File: src/rtl/riscv_ctrl_pkg.sv
// ============================================================================
// riscv_ctrl_pkg: shared control encodings for the RV32I multicycle sequencer
// Rev 1.0
// ============================================================================
`default_nettype none

package riscv_ctrl_pkg;

    localparam int unsigned ST_W = 4;

    typedef enum logic [ST_W-1:0] {
        S_FETCH    = 4'd0,
        S_DECODE   = 4'd1,
        S_MEMADR   = 4'd2,
        S_MEMREAD  = 4'd3,
        S_MEMWB    = 4'd4,
        S_MEMWRITE = 4'd5,
        S_EXECR    = 4'd6,
        S_EXECI    = 4'd7,
        S_ALUWB    = 4'd8,
        S_BEQ      = 4'd9,
        S_JAL      = 4'd10,
        S_ERROR    = 4'd11
    } state_t;

    localparam logic [6:0] OP_LW  = 7'b0000011;
    localparam logic [6:0] OP_SW  = 7'b0100011;
    localparam logic [6:0] OP_R   = 7'b0110011;
    localparam logic [6:0] OP_I   = 7'b0010011;
    localparam logic [6:0] OP_BEQ = 7'b1100011;
    localparam logic [6:0] OP_JAL = 7'b1101111;

    localparam logic [1:0] RES_ALUOUT    = 2'b00;
    localparam logic [1:0] RES_DATA      = 2'b01;
    localparam logic [1:0] RES_ALURESULT = 2'b10;

    localparam logic [1:0] SRCA_PC    = 2'b00;
    localparam logic [1:0] SRCA_OLDPC = 2'b01;
    localparam logic [1:0] SRCA_RS1   = 2'b10;

    localparam logic [1:0] SRCB_RS2  = 2'b00;
    localparam logic [1:0] SRCB_IMM  = 2'b01;
    localparam logic [1:0] SRCB_FOUR = 2'b10;

    localparam logic [1:0] IMM_I = 2'b00;
    localparam logic [1:0] IMM_S = 2'b01;
    localparam logic [1:0] IMM_B = 2'b10;
    localparam logic [1:0] IMM_J = 2'b11;

    localparam logic [1:0] ALUOP_ADD   = 2'b00;
    localparam logic [1:0] ALUOP_SUB   = 2'b01;
    localparam logic [1:0] ALUOP_FUNCT = 2'b10;

    localparam logic [2:0] ALU_ADD = 3'b000;
    localparam logic [2:0] ALU_SUB = 3'b001;
    localparam logic [2:0] ALU_AND = 3'b010;
    localparam logic [2:0] ALU_OR  = 3'b011;
    localparam logic [2:0] ALU_SLT = 3'b101;

endpackage : riscv_ctrl_pkg

`default_nettype wire

File: src/rtl/alu_decoder.sv
// ============================================================================
// alu_decoder: ALUOp/funct3/funct7b5/op[5] -> ALUControl (combinational)
// Rev 1.0
// ============================================================================
`default_nettype none

module alu_decoder
    import riscv_ctrl_pkg::*;
#(
    parameter int ALU_CTRL_W = 3
) (
    input  logic [1:0]            alu_op_i,
    input  logic [2:0]            funct3_i,
    input  logic                  funct7b5_i,
    input  logic                  op5_i,
    output logic [ALU_CTRL_W-1:0] alu_control_o
);

    logic [2:0] ctrl;

    always_comb begin
        ctrl = ALU_ADD;
        case (alu_op_i)
            ALUOP_ADD: ctrl = ALU_ADD;
            ALUOP_SUB: ctrl = ALU_SUB;
            ALUOP_FUNCT: begin
                case (funct3_i)
                    // funct7b5 only selects sub for register-register ops
                    3'b000:  ctrl = (op5_i & funct7b5_i) ? ALU_SUB : ALU_ADD;
                    3'b010:  ctrl = ALU_SLT;
                    3'b110:  ctrl = ALU_OR;
                    3'b111:  ctrl = ALU_AND;
                    default: ctrl = ALU_ADD;
                endcase
            end
            default: ctrl = ALU_ADD;
        endcase
    end

    assign alu_control_o = ALU_CTRL_W'(ctrl);

endmodule : alu_decoder

`default_nettype wire

File: src/rtl/multicycle_control_fsm.sv
// ============================================================================
// multicycle_control_fsm: Moore control sequencer for the multicycle RV32I core
// Optional feature: ILLEGAL_TRAP_EN adds an ERROR state and the illegal port.
// Rev 1.0
// ============================================================================
`default_nettype none

module multicycle_control_fsm
    import riscv_ctrl_pkg::*;
#(
    parameter int STATE_W    = 4,
    parameter int ALU_CTRL_W = 3
) (
    input  logic                  clk,
    input  logic                  rst,
    input  logic [6:0]            op,
    input  logic [2:0]            funct3,
    input  logic                  funct7b5,
    input  logic                  zero,
    input  logic                  mem_ready,
    output logic                  mem_req,
    output logic                  PCWrite,
    output logic                  AdrSrc,
    output logic                  MemWrite,
    output logic                  IRWrite,
    output logic                  RegWrite,
    output logic [1:0]            ResultSrc,
    output logic [1:0]            ALUSrcA,
    output logic [1:0]            ALUSrcB,
    output logic [1:0]            ImmSrc,
    output logic [ALU_CTRL_W-1:0] ALUControl,
    output logic [STATE_W-1:0]    state_o
`ifdef ILLEGAL_TRAP_EN
    ,
    output logic                  illegal
`endif
);

    state_t     state_q, state_d;
    logic       pc_update;
    logic       branch;
    logic [1:0] alu_op;

    always_ff @(posedge clk or negedge rst) begin
        if (!rst) begin
            state_q <= S_FETCH;
        end else begin
            state_q <= state_d;
        end
    end

    always_comb begin
        state_d = S_FETCH;
        case (state_q)
            S_FETCH:    state_d = mem_ready ? S_DECODE : S_FETCH;
            S_DECODE: begin
                case (op)
                    OP_LW, OP_SW: state_d = S_MEMADR;
                    OP_R:         state_d = S_EXECR;
                    OP_I:         state_d = S_EXECI;
                    OP_BEQ:       state_d = S_BEQ;
                    OP_JAL:       state_d = S_JAL;
`ifdef ILLEGAL_TRAP_EN
                    default:      state_d = S_ERROR;
`else
                    default:      state_d = S_FETCH;
`endif
                endcase
            end
            S_MEMADR:   state_d = (op == OP_SW) ? S_MEMWRITE : S_MEMREAD;
            S_MEMREAD:  state_d = mem_ready ? S_MEMWB : S_MEMREAD;
            S_MEMWB:    state_d = S_FETCH;
            S_MEMWRITE: state_d = mem_ready ? S_FETCH : S_MEMWRITE;
            S_EXECR:    state_d = S_ALUWB;
            S_EXECI:    state_d = S_ALUWB;
            S_ALUWB:    state_d = S_FETCH;
            S_BEQ:      state_d = S_FETCH;
            S_JAL:      state_d = S_ALUWB;
`ifdef ILLEGAL_TRAP_EN
            S_ERROR:    state_d = S_ERROR;
`endif
            default:    state_d = S_FETCH;
        endcase
    end

    always_comb begin
        mem_req   = 1'b0;
        AdrSrc    = 1'b0;
        MemWrite  = 1'b0;
        IRWrite   = 1'b0;
        RegWrite  = 1'b0;
        pc_update = 1'b0;
        branch    = 1'b0;
        alu_op    = ALUOP_ADD;
        ResultSrc = RES_ALUOUT;
        ALUSrcA   = SRCA_PC;
        ALUSrcB   = SRCB_RS2;
`ifdef ILLEGAL_TRAP_EN
        illegal   = 1'b0;
`endif
        case (state_q)
            S_FETCH: begin
                mem_req   = 1'b1;
                ALUSrcB   = SRCB_FOUR;
                ResultSrc = RES_ALURESULT;
                IRWrite   = mem_ready;
                pc_update = mem_ready;
            end
            S_DECODE: begin
                ALUSrcA = SRCA_OLDPC;
                ALUSrcB = SRCB_IMM;
            end
            S_MEMADR: begin
                ALUSrcA = SRCA_RS1;
                ALUSrcB = SRCB_IMM;
            end
            S_MEMREAD: begin
                mem_req = 1'b1;
                AdrSrc  = 1'b1;
            end
            S_MEMWB: begin
                ResultSrc = RES_DATA;
                RegWrite  = 1'b1;
            end
            S_MEMWRITE: begin
                mem_req  = 1'b1;
                AdrSrc   = 1'b1;
                MemWrite = 1'b1;
            end
            S_EXECR: begin
                ALUSrcA = SRCA_RS1;
                ALUSrcB = SRCB_RS2;
                alu_op  = ALUOP_FUNCT;
            end
            S_EXECI: begin
                ALUSrcA = SRCA_RS1;
                ALUSrcB = SRCB_IMM;
                alu_op  = ALUOP_FUNCT;
            end
            S_ALUWB: RegWrite = 1'b1;
            S_BEQ: begin
                ALUSrcA = SRCA_RS1;
                ALUSrcB = SRCB_RS2;
                alu_op  = ALUOP_SUB;
                branch  = 1'b1;
            end
            S_JAL: begin
                ALUSrcA   = SRCA_OLDPC;
                ALUSrcB   = SRCB_FOUR;
                pc_update = 1'b1;
            end
`ifdef ILLEGAL_TRAP_EN
            S_ERROR: illegal = 1'b1;
`endif
            default: ;
        endcase

        PCWrite = pc_update | (branch & zero);

        // Strobes are killed during reset so an abandoned access never completes
        if (!rst) begin
            mem_req  = 1'b0;
            PCWrite  = 1'b0;
            IRWrite  = 1'b0;
            MemWrite = 1'b0;
            RegWrite = 1'b0;
        end
    end

    always_comb begin
        case (op)
            OP_SW:   ImmSrc = IMM_S;
            OP_BEQ:  ImmSrc = IMM_B;
            OP_JAL:  ImmSrc = IMM_J;
            default: ImmSrc = IMM_I;
        endcase
    end

    assign state_o = STATE_W'(state_q);

    alu_decoder #(
        .ALU_CTRL_W (ALU_CTRL_W)
    ) u_alu_decoder (
        .alu_op_i      (alu_op),
        .funct3_i      (funct3),
        .funct7b5_i    (funct7b5),
        .op5_i         (op[5]),
        .alu_control_o (ALUControl)
    );

endmodule : multicycle_control_fsm

`default_nettype wire

File: config.mk
export PLATFORM = sky130hd
export DESIGN_NAME = multicycle_control_fsm
export DESIGN_NICKNAME = d
export VERILOG_FILES = /design/src/rtl/riscv_ctrl_pkg.sv /design/src/rtl/alu_decoder.sv /design/src/rtl/multicycle_control_fsm.sv
export SDC_FILE = /design/constraint.sdc
export NUM_CORES = 1
export LEC_CHECK = 0
export CAP_MARGIN = 5
export CELL_PAD_IN_SITES_DETAIL_PLACEMENT = 1
export CELL_PAD_IN_SITES_GLOBAL_PLACEMENT = 2
export CORE_MARGIN = 2
export CORE_UTILIZATION = 21
export CTS_BUF_LIST = sky130_fd_sc_hd__clkbuf_8
export CTS_CLUSTER_DIAMETER = 50
export DETAILED_ROUTE_END_ITERATION = 12
export GPL_TIMING_DRIVEN = 0
export PLACE_DENSITY_LB_ADDON = 0.1
export SLEW_MARGIN = 5
export SYNTH_ARGS = -nofsm -noshare
export SYNTH_HDL_FRONTEND = slang
export SYNTH_SLANG_ARGS = --single-unit
File: constraint.sdc
create_clock -name clk -period 2.14 [get_ports clk]
set_input_delay 0.321 -clock clk [delete_from_list [all_inputs] [get_ports clk]]
set_output_delay 0.321 -clock clk [all_outputs]
set_load 0.005 [all_outputs]
==> out/metrics.yaml <==
start_util: 0.224
drtIter0Drc: 28
min_period_ns: 2.07
total_leakage_power_nw: 0.605
yosysSeqAreaShare: 0.144
outcome: "completed"
reg2reg_to: "state_o[3]"
maxSlewViolCount: 0
grt.overflow.total: 0
multi_input_area_um2: 543
fp.coreArea_um2: 3100
path_clk_slew_ns: 0.03
synthArstFlopShare: 1.00
cp.depth: 4
cp_slowest_cell: "clkdlybuf4s50_1"
endpoint_kind: "output port"
holdWs_ns: 0.128
crit_top_cell: "clkdlybuf4s50_1"
area_growth_pct: 82.0
arrival_ns: 1.75
ff2ff_setup_slack_ns: 0.81
hold_violations: 0
synth_warnings: 0
cp-start-kind: "primary input"
r2r-start: "state_o[2]"
io_buffers: 35
slowest_delay_ns: 0.50
viasPerCell: 4.64
first_global_vias: 850
p_int_uw: 288
largest_reg_flops: 4
cp_top_family: "buffers and inverters"
hold_class: "in2async"
slew_headroom: 0.746
cp_max_fo: 3
nFillCells: 396
r2r_cells: 4
cts_tree: "built"
stdcell_area_um2: 1270
rows: 20
clk_latency_ns: 0.22
grt_max_degree: 11
grt_util_all_layers: 0.138
via_count: 849
antenna_found_initial: 0
synth_fp_nets: 107
root_buffer: "clkbuf_8"
p_comb_frac: 0.373
routabilityCongestion: 0.786
grt_pass1_wl_um: 3950
p_sw_uw: 102
fin_worst_skew_ns: 0.000791
dpl.hpwl_um: 1820
clock.fmax_ghz: 0.483
design.die.area_um2: 3790
drc_errors: 0
synthFlopType: "dfrtp_1"
first_pass_iters: 4
clkSinkCount: 4
tightest_slew_ns: 0.381
worst-path-buf-inv: 2
hold_buffers: 0
rsz0062_at_grt: "yes"
ant_nets: 0
power.total_uw: 390
drive_gt1_frac: 0.302
swShare: 0.261
synth_cells: 90
routed_wl_um: 2440
fin_nets: 158
htreeDepth: 1
cts_made_buffers: 3
syn_area_um2: 696
setup_viol: 0
seqPwrFrac: 0.217
p_clk_frac: 0.410
antenna_cells: 0
fin_crit_sh: 0.967
worstSetupPathType: "in2out"
crit_chain: "clkdlybuf4s50_1, and4b_2, and3_4, clkdlybuf4s50_1"
chipHeight_um: 61.6
worst_ep_required_time_ns: 1.82
ys_ff_latch: 4
peakVddDrop_mv: 0.178
synth_edf_count: 0
wire_per_inst_um: 13.3
powerDensity_nw_per_um2: 308
dp_cells: 169
regArea_um2: 101
ys_types: 40
maxCapViolCount: 0
placed_area_um2: 1100
clockBufferDepth: 2
pin_count: 36
die_x_um: 61.6
instances_no_fill: 183
syn_area_per_cell_um2: 7.73
==> cell usage in the layout, fill, tap and decap left out, drive strengths merged, types with 3 or more instances in the layout <==
cell type,Yosys,final
clkbuf,0,3
inv,6,6
nor2,9,9
nor3,3,3
nor2b,3,3
nor3b,3,3
a22oi,3,3
buf,6,17
clkdlybuf4s50,0,24
nand2,6,6
and3b,4,4
dlygate4sd2,0,9
and3,5,5
dfrtp,4,4
a21oi,5,5
==> layout make-up <==
cell class | count | area share
repair buffers | 46 | 0.347
flip-flops and latches | 4 | 0.0800
clock buffers | 3 | 0.0326
inverters | 6 | 0.0178
plain buffers | 6 | 0.0504
multi-input cells | 74 | 0.429
well taps | 44 | 0.0435
==> worst reg2reg max path: stages (launching register included) <==
cell and delay, ns:
dfrtp_1 0.39, buf_4 0.15, and3b_2 0.23, a31o_2 0.22, a31o_2 0.22
==> cells by family after synthesis <==
group | Yosys count | synth area share
buf+inv | 12 | 0.115
flops | 4 | 0.144
fa+ha+maj | 2 | 0.0360
xor+xnor | 4 | 0.0504
simple gates | 49 | 0.469
compound gates | 19 | 0.185
==> through the flow <==
| step | worst slack (ns) | utilization | setup TNS [ns] |
|---|---|---|---|
| after global placement | -0.140 | 0.355 | -0.368 |
| after floorplan | 0.459 | - | 0 |
| after detailed placement | -0.168 | 0.355 | -0.455 |
| after CTS | 0.0230 | 0.381 | 0 |
| final | 0.0715 | 0.408 | 0 |
| after global routing | -0.0218 | 0.408 | -0.0218 |
==> layer usage <==
| layer | routed length [um] | global-route usage | up-vias |
|---|---|---|---|
| met5 | 0 | 0 | - |
| met2 | 1220 | 0.223 | 11 |
| met1 | 1180 | 0.196 | 415 |
| met3 | 48 | 0.0126 | 0 |
| li1 | - | - | 423 |
| met4 | 0 | 0.0365 | 0 |
==> synth_stat cells, types with 2 or more instances <==
library cell / number / area, um2
xnor2_1: 2 / 17.5
a21oi_1: 5 / 25.0
nand3_1: 2 / 10.0
and4bb_2: 2 / 25.0
a22oi_1: 3 / 22.5
nand2_1: 6 / 22.5
and3_1: 4 / 25.0
ha_1: 2 / 25.0
a31o_2: 2 / 17.5
nor2b_4: 2 / 27.5
xor2_1: 2 / 17.5
dfrtp_1: 4 / 100
nand2b_1: 2 / 12.5
a31oi_1: 2 / 12.5
inv_1: 6 / 22.5
nor3_1: 3 / 15.0
nor3b_1: 3 / 22.5
and2b_2: 2 / 17.5
o21ai_0: 2 / 10.0
and3b_1: 3 / 26.3
nand3b_1: 2 / 15.0
nor2_1: 8 / 30.0
buf_6: 4 / 45.0
==> repair_timing <==
action	4_1_cts	5_1_grt
gates resized for setup	16	6
pin swaps	1	3
endpoints found under the setup margin	9	6
setup buffers	4	7
==> worst max path at each step <==
stage	slack [ns]	endpoint	from
2_1_floorplan	0.46	ALUControl[0]	state_o[2]
3_3_place_gp	-0.14	ALUControl[0]	state_o[2]
3_5_place_dp	-0.17	ALUControl[0]	state_o[2]
4_1_cts	0.02	ALUSrcA[1]	state_o[1]
5_1_grt	-0.02	ALUControl[0]	state_o[2]
6_report	0.07	ImmSrc[1]	op[1]
==> power groups by stage <==
stage / clock, mW / sequential (mW) / combinational (mW)
floorplan: 0 / 0.0841 / 0.0588
global placement: 0 / 0.0851 / 0.137
detailed placement: 0 / 0.0849 / 0.138
CTS: 0.165 / 0.0845 / 0.140
global route: 0.176 / 0.0852 / 0.160
finish: 0.160 / 0.0844 / 0.145
No activity file was read; power rests on OpenSTA's default activity.
==> RTL edit (same flow settings) <==
The option `ILLEGAL_TRAP_EN` is turned on by a define.
--- a/src/rtl/multicycle_control_fsm.sv
+++ b/src/rtl/multicycle_control_fsm.sv
@@ -4,6 +4,8 @@
 // Rev 1.0
 // ============================================================================
 `default_nettype none
+
+`define ILLEGAL_TRAP_EN
 
 module multicycle_control_fsm
     import riscv_ctrl_pkg::*;
Behaviour (old outputs only; new: illegal): not the same (a bounded check fails within 4 cycles, from zero or initial values and one cycle with rst low).
==> RTL edit against the original RTL <==
Area after synthesis fell by 10%. First-iteration DRC count fell by 64%. Wire length fell by 1.0%. Worst setup slack improved by 0.040 ns. Utilization rose by 4.3 points. Final area fell by 0.99%. Clock skew fell by 0.00068 ns. Sequential cell count did not move. Synthesized cell count did not move. Largest cell class unchanged.
Power is left out: it rests on default switching activity, and per cell area and clock period it moved more than threefold.
==> RTL edit: results (changes against the original RTL) <==
stage,metric,value,unit,change
synthesis,yosysWarnings,0,,unchanged
detailed_routing,routed_wirelength,2.42,mm,-1.0%
detailed_routing,drt_iter0_drc,10,,-64%
clock_tree,path_clk_slew,0.03,ns,about the same
clock_tree,cts_buffers,3,,unchanged
placed_design,place_congestion,0.751,,-4.5%
critical_path,r2r_setup_slack,0.70,ns,-0.11 ns
global_route,grt_first_pass_wirelength,3.90,mm,-1.2%
critical_path,worstPathArrival,1.71,ns,-0.04 ns
critical_path,cpLargestDelayFamily,buffers and inverters,,
synthesis,ys_seq_area_share,16.0,%,+1.6 points
global_route,grt_start_max_net_pins,11,,unchanged
critical_path,rr_startpoint,state_o[2]$_DFF_PN0_,,
worst_hold_path,hp-class,in -> async,,
synthesis,synth-adder-area-share,4.01,%,+0.41 points
synthesis,yosys-top-cells-area,"dfrtp_1 16%, nor2b_1 11%, nand2_1 5.4%, mux2i_1 4.8%, o21ai_0 4.8%",,
floorplanning,fp.dieW,58.5,um,-4.9%
placed_design,port_buffers,36,,+2.9%
critical_path,cpPeakStageDelay,0.53,ns,+0.03 ns
critical_path,r2r-end,state_o[2]$_DFF_PN0_,,
finish,largest_reg_flops,4,,unchanged
clock_tree,clockBufferDepth,2,,unchanged
detailed_routing,first_pass_iters,2,,-2
finish,nNetsFinal,161,,+1.9%
global_route,grt_pass1_vias,886,,+4.2%
synthesis,synth_common_cells,"11 x nor2b_1, 9 x nand2_1, 7 x nor2_1",,
critical_path,ff2ff_path_depth,5,,+1
detailed_routing,via_count,851,,+0.24%
detailed_routing,ant_nets,0,,unchanged
global_route,grt_antenna_before_repair,0,,unchanged
finish,layout-drive-gt1-share,27.5,%,-2.8 points
critical_path,worst-path-max-fanout,10,,+7
placed_design,post-dp-hpwl,1.73,mm,-4.9%
run_status,status,finished clean,,
global_route,grt_usage,15.0,%,+1.2 points
synthesis,synthMuxAreaShare,4.81,%,+4.8 points
synthesis,synth_compound_area_share,21.2,%,+2.7 points
synthesis,ys_types,34,,-15%
synthesis,synth_xor_area_share,5.61,%,+0.58 points
clock_tree,clkLatencyLatePin,0.22,ns,about the same
timing,finClkSkew,0.000115,ns,-0.000675 ns
clock_tree,root_buffer,clkbuf_8,,
timing,max_slew_margin,75.8,%,+1.2 points
==> RTL edit: cell count changes after synthesis, sizes merged, moves of 3 or more <==
cell,unedited run,this run
and3,5,2
mux2i,0,3
nand2,6,9
nor2b,3,11
o21ai,2,6
==> RTL edit: cells by family (layout without fill, tap and decap cells) <==
family          Yosys count  after routing
simple gates             46             46
compound gates           20             20
buf+inv                  11             63
xor+xnor                  4              4
flops                     4              4
mux                       3              3
fa+ha+maj                 2              2
==> RTL edit: cell type report <==
type                       instances  area (um2)
fill                             358        1530
multi-input combinational         75         534
timing repair buffer              50         470
sequential                         4         101
buffer                             5        48.8
clock buffer                       3        41.3
tap                               31        38.8
inverter                           5        18.8
==> RTL edit: worst max path at each step <==
stage	start	end	slack (ns)
after global placement	state_o[3]$_DFF_PN0_	ALUControl[2]	-0.42
after global routing	state_o[0]$_DFF_PN0_	mem_req	0.01
final	state_o[0]$_DFF_PN0_	mem_req	0.11
after CTS	state_o[1]$_DFF_PN0_	PCWrite	0.006
after floorplan	state_o[1]$_DFF_PN0_	ALUControl[2]	0.29
after detailed placement	state_o[2]$_DFF_PN0_	ALUControl[0]	-0.46
==> RTL edit: routing by layer <==
metal	GRT usage [%]	vias up	share of wire, %
met4	7.97	0	1.9
met3	1.54	4	4.7
met5	0	-	0
met1	18.4	401	44
li1	-	424	-
met2	25.5	22	49
==> RTL edit: timing repair <==
item                                    CTS  global route
pin swaps                                 0             3
buffers inserted                         13             1
endpoints found under the setup margin   15             6
cloned                                    0             0
resized for setup                        26            17
==> RTL edit: through the flow <==
step	std cells	cell area (um2)	hold WS [ns]	utilization (%)	setup WS, ns
final	173	1250	0.116	45.1	0.112
after global placement	157	1020	0.616	36.8	-0.419
after global routing	173	1250	0.119	45.1	0.0131
after floorplan	90	624	0.0254	-	0.288
after CTS	172	1210	0.116	43.4	0.00589
after detailed placement	157	1020	0.619	36.8	-0.458
